$ cat src/rtl/rsa_pkg.sv
// Shared RSA types and constants: FSM state encoding, default operand width, modmul latency.
// Latency: n/a (declarations only).
// Backpressure: n/a.
package rsa_pkg;

    typedef enum logic [1:0] {
        IDLE = 2'd0,
        RUN  = 2'd1,
        FIN  = 2'd2
    } state_t;

    localparam int DEFAULT_WIDTH = 32;
    localparam int MODMUL_LAT    = DEFAULT_WIDTH + 1;

endpackage

$ cat src/rtl/rsa_mod_mul.sv
// Modular multiply p = a*b mod n by MSB-first interleaved shift-add; requires a,b < n.
// Latency: 1 load edge + WIDTH iteration edges; done pulses the cycle after the last iteration.
// Backpressure: start ignored while busy; p holds until the next load.
module rsa_mod_mul
    import rsa_pkg::*;
#(
    parameter int WIDTH = DEFAULT_WIDTH
) (
    input  logic             clk,
    input  logic             rst_n,
    input  logic             start,
    input  logic [WIDTH-1:0] a,
    input  logic [WIDTH-1:0] b,
    input  logic [WIDTH-1:0] n,
    output logic             busy,
    output logic             done,
    output logic [WIDTH-1:0] p
);

    localparam int CW = $clog2(WIDTH + 1);

    logic [WIDTH-1:0] a_r;
    logic [WIDTH-1:0] b_r;
    logic [WIDTH-1:0] n_r;
    logic [WIDTH+1:0] acc;
    logic [WIDTH+1:0] acc_dbl;
    logic [WIDTH+1:0] acc_s1;
    logic [WIDTH+1:0] acc_s2;
    logic [WIDTH+1:0] n_ext;
    logic [CW-1:0]    cnt;

    // acc < n on entry, so 2*acc + b < 3n and two trial subtractions restore acc < n
    always_comb begin
        n_ext   = {2'b00, n_r};
        acc_dbl = (acc << 1) + (a_r[WIDTH-1] ? {2'b00, b_r} : '0);
        acc_s1  = (acc_dbl >= n_ext) ? (acc_dbl - n_ext) : acc_dbl;
        acc_s2  = (acc_s1 >= n_ext) ? (acc_s1 - n_ext) : acc_s1;
    end

    always_ff @(posedge clk or negedge rst_n) begin
        if (!rst_n) begin
            a_r  <= '0;
            b_r  <= '0;
            n_r  <= '0;
            acc  <= '0;
            cnt  <= '0;
            busy <= 1'b0;
            done <= 1'b0;
        end else begin
            done <= 1'b0;
            if (start && !busy) begin
                a_r  <= a;
                b_r  <= b;
                n_r  <= n;
                acc  <= '0;
                cnt  <= '0;
                busy <= 1'b1;
            end else if (busy) begin
                acc <= acc_s2;
                a_r <= a_r << 1;
                cnt <= cnt + CW'(1);
                if (cnt == CW'(WIDTH - 1)) begin
                    busy <= 1'b0;
                    done <= 1'b1;
                end
            end
        end
    end

    assign p = acc[WIDTH-1:0];

endmodule

$ cat src/rtl/rsa_encrypt.sv
// RSA encrypt c = m^e mod n, right-to-left binary exponentiation over two rsa_mod_mul units.
// Latency: WIDTH*(WIDTH+1)+1 to done; with RSA_ENCRYPT_EARLY_EXIT_EN, k*(WIDTH+1)+1 (k = MSB index of e + 1).
// Backpressure: start sampled only in IDLE; ignored while busy; c/err hold until next accept.
module rsa_encrypt
    import rsa_pkg::*;
#(
    parameter int WIDTH = DEFAULT_WIDTH
) (
    input  logic             clk,
    input  logic             rst_n,
    input  logic             start,
    input  logic [WIDTH-1:0] m,
    input  logic [WIDTH-1:0] e,
    input  logic [WIDTH-1:0] n,
    output logic             busy,
    output logic             done,
    output logic             err,
    output logic [WIDTH-1:0] c
);

    localparam int IW = (WIDTH > 1) ? $clog2(WIDTH) : 1;

    state_t           state;
    state_t           state_nxt;
    logic [WIDTH-1:0] e_r;
    logic [WIDTH-1:0] n_r;
    logic [WIDTH-1:0] result;
    logic [WIDTH-1:0] c_r;
    logic             err_r;
    logic [IW-1:0]    bitidx;

    logic             ebit;
    logic             last_bit;
    logic             operands_ok;
    logic             accept;
    logic             run_req;
    logic [WIDTH-1:0] res_p;
    logic [WIDTH-1:0] base_p;
    logic [WIDTH-1:0] nxt_result;
    logic [WIDTH-1:0] op_res;
    logic [WIDTH-1:0] op_base;
    logic [WIDTH-1:0] op_n;
    logic             res_busy;
    logic             base_busy;
    logic             res_done;
    logic             base_done;
    logic             mul_done;
    logic             mul_busy;
    logic             mul_start;

    always_comb begin
        ebit        = e_r[bitidx];
        last_bit    = (bitidx == IW'(WIDTH - 1));
`ifdef RSA_ENCRYPT_EARLY_EXIT_EN
        last_bit    = last_bit || (((e_r >> bitidx) >> 1) == '0);
`endif
        operands_ok = (n >= WIDTH'(2)) && (m < n);
        accept      = (state == IDLE) && start;
`ifdef RSA_ENCRYPT_EARLY_EXIT_EN
        run_req     = accept && operands_ok && (e != '0);
`else
        run_req     = accept && operands_ok;
`endif
        mul_done    = res_done & base_done;
        mul_busy    = res_busy | base_busy;
        nxt_result  = ebit ? res_p : result;
        // the first multiply pair is launched on the accepting edge straight from the inputs
        op_res      = (state == IDLE) ? WIDTH'(1) : nxt_result;
        op_base     = (state == IDLE) ? m : base_p;
        op_n        = (state == IDLE) ? n : n_r;
        mul_start   = !mul_busy && (run_req || ((state == RUN) && mul_done && !last_bit));
    end

    always_ff @(posedge clk or negedge rst_n) begin
        if (!rst_n) begin
            state <= IDLE;
        end else begin
            state <= state_nxt;
        end
    end

    always_comb begin
        state_nxt = state;
        case (state)
            IDLE:    if (accept) state_nxt = run_req ? RUN : FIN;
            RUN:     if (mul_done && last_bit) state_nxt = FIN;
            FIN:     state_nxt = IDLE;
            default: state_nxt = IDLE;
        endcase
    end

    always_comb begin
        busy = (state != IDLE);
        done = (state == FIN);
    end

    always_ff @(posedge clk or negedge rst_n) begin
        if (!rst_n) begin
            e_r    <= '0;
            n_r    <= '0;
            result <= '0;
            bitidx <= '0;
            c_r    <= '0;
            err_r  <= 1'b0;
        end else if (accept) begin
            e_r    <= e;
            n_r    <= n;
            result <= WIDTH'(1);
            bitidx <= '0;
            err_r  <= !operands_ok;
            if (!run_req) begin
                c_r <= operands_ok ? WIDTH'(1) : '0;
            end
        end else if ((state == RUN) && mul_done) begin
            result <= nxt_result;
            bitidx <= bitidx + IW'(1);
            if (last_bit) begin
                c_r <= nxt_result;
            end
        end
    end

    assign c   = c_r;
    assign err = err_r;

    rsa_mod_mul #(.WIDTH(WIDTH)) u_res_mul (
        .clk   (clk),
        .rst_n (rst_n),
        .start (mul_start),
        .a     (op_res),
        .b     (op_base),
        .n     (op_n),
        .busy  (res_busy),
        .done  (res_done),
        .p     (res_p)
    );

    rsa_mod_mul #(.WIDTH(WIDTH)) u_base_mul (
        .clk   (clk),
        .rst_n (rst_n),
        .start (mul_start),
        .a     (op_base),
        .b     (op_base),
        .n     (op_n),
        .busy  (base_busy),
        .done  (base_done),
        .p     (base_p)
    );

endmodule

$ cat config.mk
export PLATFORM = sky130hd
export DESIGN_NAME = rsa_encrypt
export DESIGN_NICKNAME = d
export VERILOG_FILES = /design/src/rtl/rsa_pkg.sv /design/src/rtl/rsa_mod_mul.sv /design/src/rtl/rsa_encrypt.sv
export SDC_FILE = /design/constraint.sdc
export NUM_CORES = 1
export LEC_CHECK = 0
export CAP_MARGIN = 25
export CORE_ASPECT_RATIO = 0.9
export CORE_MARGIN = 4
export CORE_UTILIZATION = 48
export CTS_BUF_LIST = sky130_fd_sc_hd__clkbuf_4
export CTS_CLUSTER_DIAMETER = 120
export DETAILED_ROUTE_END_ITERATION = 10
export GPL_ROUTABILITY_DRIVEN = 0
export PLACE_DENSITY = 0.68
export SYNTH_ARGS = -nofsm -noshare
export SYNTH_HDL_FRONTEND = slang
export SYNTH_SLANG_ARGS = --single-unit
$ cat constraint.sdc
create_clock -name clk -period 8.08 [get_ports clk]
set_input_delay 1.616 -clock clk [delete_from_list [all_inputs] [get_ports clk]]
set_output_delay 1.616 -clock clk [all_outputs]
set_load 0.1 [all_outputs]
; ---- Word level (Yosys, flattened, before mapping)
; Cells that the tools add are included.
[word_totals]
reg_bits = 410
inputBits = 99
out_inout_bits = 35
wordCells = 119
[op_classes]
add_sub_neg = 9
order_cmp = 7
eq_ne = 8
muxes = 49
n_bitwise = 2
reduce_logical = 23
[op_table]
columns = op, n
row1 = 32-bit two-way mux, 16
row2 = 33-bit two-way mux, 6
row3 = 34-bit by 32-bit >= comparator with 1-bit output, 4
row4 = 34-bit by 32-bit adder with 34-bit output, 2
row5 = 34-bit two-way mux, 2
row6 = 34-bit by 32-bit subtractor with 34-bit output, 2
row7 = 33-bit by 32-bit subtractor with 33-bit output, 2
row8 = "32-bit by 2-bit >= comparator with 1-bit output, second input constant", 1
row9 = 32-bit < comparator, 1
row10 = 6-bit two-way mux, 4
row11 = 1-bit two-way mux, 14
row12 = "6-bit by 1-bit adder with 6-bit output, second input constant", 2
row13 = "6-bit by 5-bit == test with 1-bit output, second input constant", 2
row14 = 5-bit two-way mux, 2
row15 = 2-bit nonzero test, 5
row16 = 1-bit logical AND, 9
row17 = "5-bit by 6-bit < comparator with 1-bit output, second input constant", 1
row18 = 2-bit two-way mux, 3
row19 = "5-bit by 1-bit adder with 5-bit output, second input constant", 1
row20 = 1-bit binary-select mux with 5-bit select, 1
row21 = "5-bit == test, second input constant", 1
row22 = 1-bit zero test, 5
row23 = "2-bit inequality test, second input constant", 2
row24 = 2-bit case mux with 2 select lines, 1
row25 = other kinds (9), 9

; ---- Depth between registers and ports, before layout
; Gate-level depths: netlist (run 1).
[depth]
depth_word = 8
ltp_mapped = 39
ltp_nobuf = 34

; ---- Hierarchy
; A second synthesis (run 1) with hierarchy kept.
[unflattened]
hier_cells = 3628
area_unflattened_um2 = 30440.4
[modules_own_cells]
columns = module, n_inst, cells_per_inst, area_each_um2, seq_area_each_um2
row1 = rsa_mod_mul at u_res_mul, 1, 1374, 11496.0, 3428.3
row2 = rsa_mod_mul at u_base_mul, 1, 1404, 11432.2, 3428.3
row3 = rsa_encrypt, 1, 850, 7512.2, 3403.3

; ---- Worst setup path before layout (run 1)
; OpenSTA, ideal clock, no wires.
[synth_timing]
kind = reg-to-reg
startpoint = reg u_res_mul.a_r[31]
endpoint = reg u_res_mul.acc[30]
setup_time_ns = 0.125
t_arrival_ns = 7.612
t_required_ns = 7.955
path_slack_ns = 0.342
path_stages_with_launch = 37
path_buffers = 4
synth_period_minus_slack_ns = 7.738
cell_sequence = dfrtp_1 clkbuf_1 and2_1 ha_1 fa_1 a211oi_1 o211ai_1 and3b_1 a41oi_1 o31ai_1 o21a_1 nor2_1 xnor2_1 ha_1 clkbuf_1 a21o_1 a31oi_1 a31o_2 nand2b_1 o211ai_1 nand3_1 a211oi_2 buf_2 mux2_2 ha_1 a211oi_1 nor2_1 nor3_1 a2bb2oi_2 o311ai_1 a21o_1 a21o_1 a311oi_1 o2111ai_1 buf_4 mux2i_1 a2bb2o_1
[synth_between]
elab_chain_len = 8
elab_cells_between_ends = 10
classes_between = add/sub: 3 / order compare: 2 / mux: 5
[synth_lines]
columns = element, line
row1 = start: declaration, rsa_mod_mul.sv:22  ; logic [WIDTH-1:0] a_r;
row2 = start signal: assignment, rsa_mod_mul.sv:60  ; a_r <= a_r << 1;
row3 = 32-bit two-way mux *, rsa_mod_mul.sv:35  ; acc_dbl = (acc << 1) + (a_r[WIDTH-1] ? {2'b00, b_r} : '0);
row4 = 34-bit by 32-bit adder with 34-bit output *, rsa_mod_mul.sv:35
row5 = 34-bit by 32-bit subtractor with 34-bit output / 34-bit by 32-bit >= comparator with 1-bit output (equally long branches), rsa_mod_mul.sv:36  ; acc_s1 = (acc_dbl >= n_ext) ? (acc_dbl - n_ext) : acc_dbl;
row6 = 34-bit two-way mux *, rsa_mod_mul.sv:36
row7 = 33-bit by 32-bit subtractor with 33-bit output / 34-bit by 32-bit >= comparator with 1-bit output (equally long branches), rsa_mod_mul.sv:37  ; acc_s2 = (acc_s1 >= n_ext) ? (acc_s1 - n_ext) : acc_s1;
row8 = 33-bit two-way mux *, rsa_mod_mul.sv:37
row9 = 33-bit two-way mux *, rsa_mod_mul.sv:58  ; end else if (busy) begin
row10 = 33-bit two-way mux *, rsa_mod_mul.sv:51  ; if (start && !busy) begin
row11 = end signal: assignment, rsa_mod_mul.sv:59  ; acc <= acc_s2;
row12 = end: declaration, rsa_mod_mul.sv:25  ; logic [WIDTH+1:0] acc;
; Every way passes the cells marked *; elsewhere a longest branch is shown, timed or not. The select of a mux whose other input is x is not followed.
; A chain may end at the register's enable or synchronous reset.

; ---- Final worst setup path (run 1)
[layout_timing]
startpoint = reg u_res_mul.a_r[31]
endpoint = reg u_res_mul.acc[0]
; Same word-level chain as after synthesis.

==> summary.txt, run 1 <==
Run status
  – Outcome: completed

Final layout
  – Commonest non-fill, non-tap cells in the layout: nand2_1 (460), dfrtp_1 (407), buf_4 (231)
  – Register area: 0.0103 sq mm
  – Most common cell after layout, fill and taps aside: nand2_1
  – Final core occ: 58.5%
  – Fillers: 5127
  – Fin cells: 4505
  – Share of cells above drive strength 1: 16.4%
  – Layout area overhead: 20.1%
  – Nets: 3966
  – Multi-input logic area: 0.0185 sq mm

Synth
  – Top cell type's share of synthesized area: 35.0%
  – Async SR Flop Fraction: 100%
  – Mapped Nets: 3623
  – Post-synthesis cell area: 0.0293 sq mm
  – Main synth FF type: dfrtp_1
  – Synth warn: 0
  – Register bit total from synthesis: 410
  – Seq/Total Area, Yosys: 35.0%
  – Synth area leaders: dfrtp_1 (35%), ha_1 (9.6%), nand2_1 (5.9%), mux2i_1 (4.1%), a21oi_1 (3.5%)
  – Synth Instances: 3293
  – Post-synth top area cell: dfrtp_1
  – Syn Area/Cell: 8.89 sq um
  – Yosys cell types: 93
  – Post-synth EDFFs: 0

Floorplanning
  – I/O pins: 134
  – Cell Rows: 85
  – Die Ht: 242 um
  – Die area: 0.0650 sq mm
  – Die Span X: 268 um
  – Core box area: 0.0601 sq mm
  – Initial Util: 48.7%

Drt
  – Vias per cell: 5.97
  – Post-Route WL: 88000 um
  – Routed WL per cell: 19.5 um
  – DRC errors left: 0
  – ANT nets after route: 0
  – TritonRoute pass-1 iters: 5
  – Vias: 26900
  – Iter 0 DRT Violations: 2298

Placement
  – Placed cell count: 4280
  – DPL Wire Length: 66500 um
  – Port Buffers: 133
  – Pre-CTS setup slack: -267 ps

Global routing
  – Largest net degree at the start of global routing: 176
  – Initial antenna violation count: 2
  – Total global-route track usage: 26.2%
  – Total gr overflow: 0
  – First-pass GRT wire length: 138000 um
  – Vias in the first global route: 26300

Worst setup path
  – Worst setup SP type: register
  – Data arrival, critical path: 8690 ps
  – CP max stage delay: 480 ps
  – RR Endpoint: u_res_mul.acc[0]
  – CP Depth: 37
  – Crit end category: register
  – Crit Path Max Fanout: 13
  – Crit Path Class: reg2reg
  – WP buf/inv: 7
  – FF-to-FF Start: u_res_mul.a_r[31]
  – R2R setup slack: 220 ps
  – Worst Setup SP: u_res_mul.a_r[31]
  – Critical path required time: 8910 ps
  – Family with the most delay on the worst path: compound AO/OA/AOI/OAI gates
  – Crit-path slowest cell: dfrtp_2
  – R2R cell count: 37

Timing
  – Max_slew headroom: 31.4%
  – Final hold violation count: 0
  – Setup violators final: 0
  – RSZ-0062 raised after global routing: true
  – Clock Skew: 87.6 ps
  – Period utilization: 97.3%
  – Max Fclk: 127 MHz
  – Fin. max-slew vios: 0
  – Final WS setup: 218 ps
  – Slew @ Worst Pin: 1030 ps
  – Final min period: 7860 ps

Hold path
  – Hold path startpoint: e_r[30]
  – Hold Crit Class: reg2reg
  – Hold Path Sink: e_r[30]
  – Hold path depth: 2

Clocking
  – Num CTS Buffers: 109
  – Clk sinks: 410
  – Hold bufs inserted after CTS: 0
  – Reg clk slew, reported paths: 70 ps
  – CTS tree: yes
  – Max H-tree Level: 3
  – Worst skew pair latency: 930 ps
  – Root Buffer: clkbuf_4
  – Clock Path Buffers: 3

Run
  – Max capacitance violation total: 0
-- routing by layer --
metal,vias up,global-route usage [%],routed length (um)
li1,12700,-,-
met1,12900,36.1,39000
met2,1011,40.8,39300
met3,222,4.41,5850
met4,0,11.5,3870
met5,-,0,0
-- worst max-delay path by stage --
stage	endpoint	slack (ps)
after floorplan	u_res_mul.acc[30]	340
after global placement	u_res_mul.acc[17]	7
after detailed placement	u_base_mul.acc[1]	-270
after CTS	u_res_mul.acc[17]	3
after global routing	u_res_mul.acc[17]	-150
final	u_res_mul.acc[0]	220
-- flip-flops by register name, indices dropped and copies added, names as in the netlist, 32 cells and up --
name / count
c: 32
e_r: 32
n_r: 32
result: 32
u_base_mul.a_r: 32
u_base_mul.acc: 33
u_base_mul.b_r: 32
u_base_mul.n_r: 32
u_res_mul.a_r: 32
u_res_mul.acc: 33
u_res_mul.b_r: 32
u_res_mul.n_r: 32
-- area by class of cell --
type / count / share of cell area [%]
tap: 783 / 2.79
inverter: 140 / 1.49
multi-input combinational: 2589 / 52.7
clock buffer: 163 / 3.48
timing repair buffer: 386 / 9.93
clock inverter: 29 / 0.384
antenna: 5 / 0.0356
sequential: 410 / 29.2
-- synthesized netlist by cell type, drive strengths merged (29+ instances only) --
cell type and instances:
a21boi 98, a21o 89, a21oi 205, and2 76, buf 39, clkbuf 115
dfrtp 410, ha 225, inv 140, mux2 35, mux2i 119, nand2 462
nand3 86, nand4 42, nor2 149, nor2b 29, nor3 43, o211ai 52
o21a 101, o21ai 186, o21bai 29, o221ai 36, o2bb2ai 60, xnor2 107
xor2 64
-- kinds of logic after synthesis --
| family | count (synthesis) | share of synthesized area, % |
|---|---|---|
| AOI/OAI and AO/OA | 1027 | 23.9 |
| xor gates and xnor gates | 171 | 5.12 |
| adders and majority gates | 231 | 10.0 |
| buffers and inverters | 294 | 3.97 |
| DFF | 410 | 35.0 |
| muxes | 164 | 6.18 |
| and+or+nand+nor | 996 | 15.7 |
-- timing repair --
action | CTS | global route
buffers inserted | 4 | 16
resized for setup | 19 | 117
cloned | 0 | 4
pin swaps | 6 | 59
endpoints found under the setup margin | 66 | 66
-- stage by stage --
| step | hold slack [ps] | area [sq um] | setup TNS [ps] |
|---|---|---|---|
| after floorplan | 436 | 29300 | 0 |
| after global placement | 455 | 32800 | 0 |
| after detailed placement | 461 | 32800 | -9560 |
| after CTS | 476 | 34300 | 0 |
| after global routing | 499 | 35200 | -2230 |
| final | 474 | 35200 | 0 |
-- worst reg2reg max path: cells and delay by family, from the launching register on --
| kind | cells | cell delay (ps) |
|---|---|---|
| AO/OA/AOI/OAI | 18 | 3730 |
| XOR/XNOR | 1 | 160 |
| adder cells (fa/ha/maj) | 3 | 920 |
| buffers and inverters | 7 | 1170 |
| flip-flops | 1 | 480 |
| multiplexers | 2 | 580 |
| AND/OR/NAND/NOR | 6 | 750 |
Power of run 1 is not shown: default switching activity piles up to over one toggle a cycle in this logic, so the estimate is an artifact.
==> run 2: changes to the inputs <==
--- a/config.mk
+++ b/config.mk
@@ -11,8 +11,8 @@
 export CORE_UTILIZATION = 48
 export CTS_BUF_LIST = sky130_fd_sc_hd__clkbuf_4
 export CTS_CLUSTER_DIAMETER = 120
+export CTS_CLUSTER_SIZE = 20
 export DETAILED_ROUTE_END_ITERATION = 10
-export GPL_ROUTABILITY_DRIVEN = 0
 export PLACE_DENSITY = 0.68
 export SYNTH_ARGS = -nofsm -noshare
 export SYNTH_HDL_FRONTEND = slang
==> run 2 against run 1 <==
  * Fmax up 0.93%
  * Core utilization rose by 2.1 points
  * Via count rose by 0.73%
  * Critical path depth up 3
  * Worst hold slack improved by 7.3 ps
  * Wire length increased by 9.5%
  * Design area grew 3.7%
  * Clock skew decreased by 47 ps
==> summary.txt, run 2 (synthesis gave the netlist of run 1 again) <==
Clocking
  – Clock Path Buffers: 3 (unchanged)
  – CTS tree: yes (unchanged)
  – Worst skew pair latency: 870 ps (was 930 ps)
  – Reg clk slew, reported paths: 230 ps (was 70 ps)
  – Clk sinks: 410 (unchanged)
  – Num CTS Buffers: 24 (was 109)
  – Max H-tree Level: 1 (was 3)
  – Root Buffer: clkbuf_4 (unchanged)

Drt
  – Post-Route WL: 96300 um (was 88000 um)
  – TritonRoute pass-1 iters: 6 (was 5)
  – Vias: 27100 (was 26900)
  – ANT nets after route: 0 (unchanged)
  – DRC errors left: 0 (unchanged)
  – Routed WL per cell: 20.8 um (was 19.5 um)
  – Iter 0 DRT Violations: 2033 (was 2298)
  – Vias per cell: 5.84 (was 5.97)

Final layout
  – Nets: 4180 (was 3966)
  – Largest registers: u_base_mul.acc x33, u_res_mul.acc x33 (unchanged)
  – Commonest non-fill, non-tap cells in the layout: buf_4 (526), nand2_1 (459), dfrtp_1 (406) (was nand2_1 (460), dfrtp_1 (407), buf_4 (231))
  – Share of cells above drive strength 1: 20.5% (was 16.4%)
  – Multi-input logic area: 0.0187 sq mm (was 0.0185 sq mm)
  – Most common cell after layout, fill and taps aside: buf_4 (was nand2_1)
  – Register area: 0.0103 sq mm (about the same)
  – Fillers: 5286 (was 5127)
  – Layout area overhead: 24.5% (was 20.1%)

Global routing
  – Largest net degree at the start of global routing: 159 (was 176)
  – First-pass GRT wire length: 148000 um (was 138000 um)
  – Total global-route track usage: 28.6% (was 26.2%)
  – Initial antenna violation count: 4 (was 2)
  – Total gr overflow: 0 (unchanged)
  – Vias in the first global route: 26300 (about the same)

Worst setup path
  – Data arrival, critical path: 8550 ps (was 8690 ps)
  – Worst setup SP type: register (unchanged)
  – Worst Setup SP: u_res_mul.a_r[31] (unchanged)
  – Critical path required time: 8840 ps (was 8910 ps)
  – CP max stage delay: 480 ps (about the same)
  – Crit Path Max Fanout: 9 (was 13)
  – FF-to-FF Start: u_res_mul.a_r[31] (unchanged)
  – Crit Path Class: reg2reg (unchanged)
  – Crit-path slowest cell: dfrtp_2 (unchanged)
  – Crit end category: register (unchanged)
  – Cell repeated most along the worst path: a21o_1

Timing
  – Period utilization: 96.4% (was 97.3%)
  – Setup_tns: 0 ps (unchanged)
  – Final hold violation count: 0 (unchanged)
  – Max_slew headroom: 33.3% (was 31.4%)
  – Final WS setup: 290 ps (was 218 ps)
  – Slew @ Worst Pin: 997 ps (was 1030 ps)
  – Setup violators final: 0 (unchanged)
  – Max Fclk: 128 MHz (was 127 MHz)
  – Final min period: 7790 ps (was 7860 ps)
  – Clock Skew: 40.9 ps (was 87.6 ps)
  – RSZ-0062 raised after global routing: true (unchanged)
  – Fin. max-slew vios: 0 (unchanged)

Hold path
  – Hold Crit Class: reg2reg (unchanged)
  – Hold path startpoint: u_res_mul.a_r[15] (was e_r[30])

Floorplanning
  – Die Span X: 268 um (unchanged)
  – Die Ht: 242 um (unchanged)
  – Core box area: 0.0601 sq mm (unchanged)
  – Initial Util: 48.7% (unchanged)
  – I/O pins: 134 (unchanged)
  – Die area: 0.0650 sq mm (unchanged)
  – Cell Rows: 85 (unchanged)

Placement
  – Port Buffers: 133 (unchanged)
  – Pre-CTS setup slack: -921 ps (was -267 ps)
  – DPL Wire Length: 76100 um (was 66500 um)
  – Gpl congestion: 0.951

Run
  – Max capacitance violation total: 0 (unchanged)

Run status
  – Outcome: completed (unchanged)
## run 2: cell types whose count changed in the layout (fill, tap and decap cells not counted), sizes merged, moves of 2 or more
cell / before / now
clkinv: 25 / 0
diode: 5 / 1
clkbuf: 167 / 30
buf: 250 / 550
inv: 143 / 141
## run 2: worst paths after layout
path	to	slack (ps)	cells past startpoint
max	u_res_mul.acc[13]	290	40
min	u_res_mul.a_r[16]	480	2
max reg2reg	u_res_mul.acc[13]	290	40
min reg2reg	u_res_mul.a_r[16]	480	2
max in group asynchronous	u_res_mul.n_r[28]	5850	2
min in group asynchronous	e_r[25]	750	1
## run 2: layout make-up
cell class,instances,area share [%]
Inverter,140,1.44
Antenna cell,1,0.00687
Clock inverter,2,0.113
Clock buffer,27,0.556
Tap cell,783,2.69
Timing Repair Buffer,685,15.7
Multi-Input combinational cell,2589,51.3
Sequential cell,410,28.2
## run 2: routing by layer
layer | vias to the layer above | track usage (%) | wire [um] | part of all wire, %
li1 | 13100 | - | - | -
met1 | 13100 | 41.9 | 45400 | 47
met2 | 798 | 43.6 | 42100 | 44
met3 | 149 | 4.04 | 5240 | 5.4
met4 | 0 | 9.19 | 3570 | 3.7
met5 | - | 0 | 0 | 0
## run 2: worst max-delay path: cells and delay by family, from the launching register on
family / cells / cell delay (ps)
DFF: 1 / 480
buffers and inverters: 9 / 1320
xor gates and xnor gates: 1 / 240
AOI/OAI and AO/OA: 18 / 3320
and+or+nand+nor: 8 / 1210
adders and majority gates: 4 / 1070
## run 2: through the flow
stage | area (sq um) | utilization (%) | instances | hold slack, ps
4_1_cts | 35700 | 59.3 | 4619 | 496
5_1_grt | 36500 | 60.7 | 4637 | 530
3_5_place_dp | 35200 | 58.6 | 4585 | 462
2_1_floorplan | 29300 | - | 3293 | 436
6_report | 36500 | 60.7 | 4637 | 481
3_3_place_gp | 35100 | 58.4 | 4581 | 454
## run 2: timing repair
| action | 4_1_cts | 5_1_grt |
|---|---|---|
| resized for setup | 47 | 128 |
| hold buffers | 0 | 0 |
| pin swaps | 11 | 55 |
| setup buffers | 6 | 15 |
| cloned | 0 | 4 |
| endpoints found under the setup margin | 66 | 66 |
Power of run 2 is left out for the same reason.
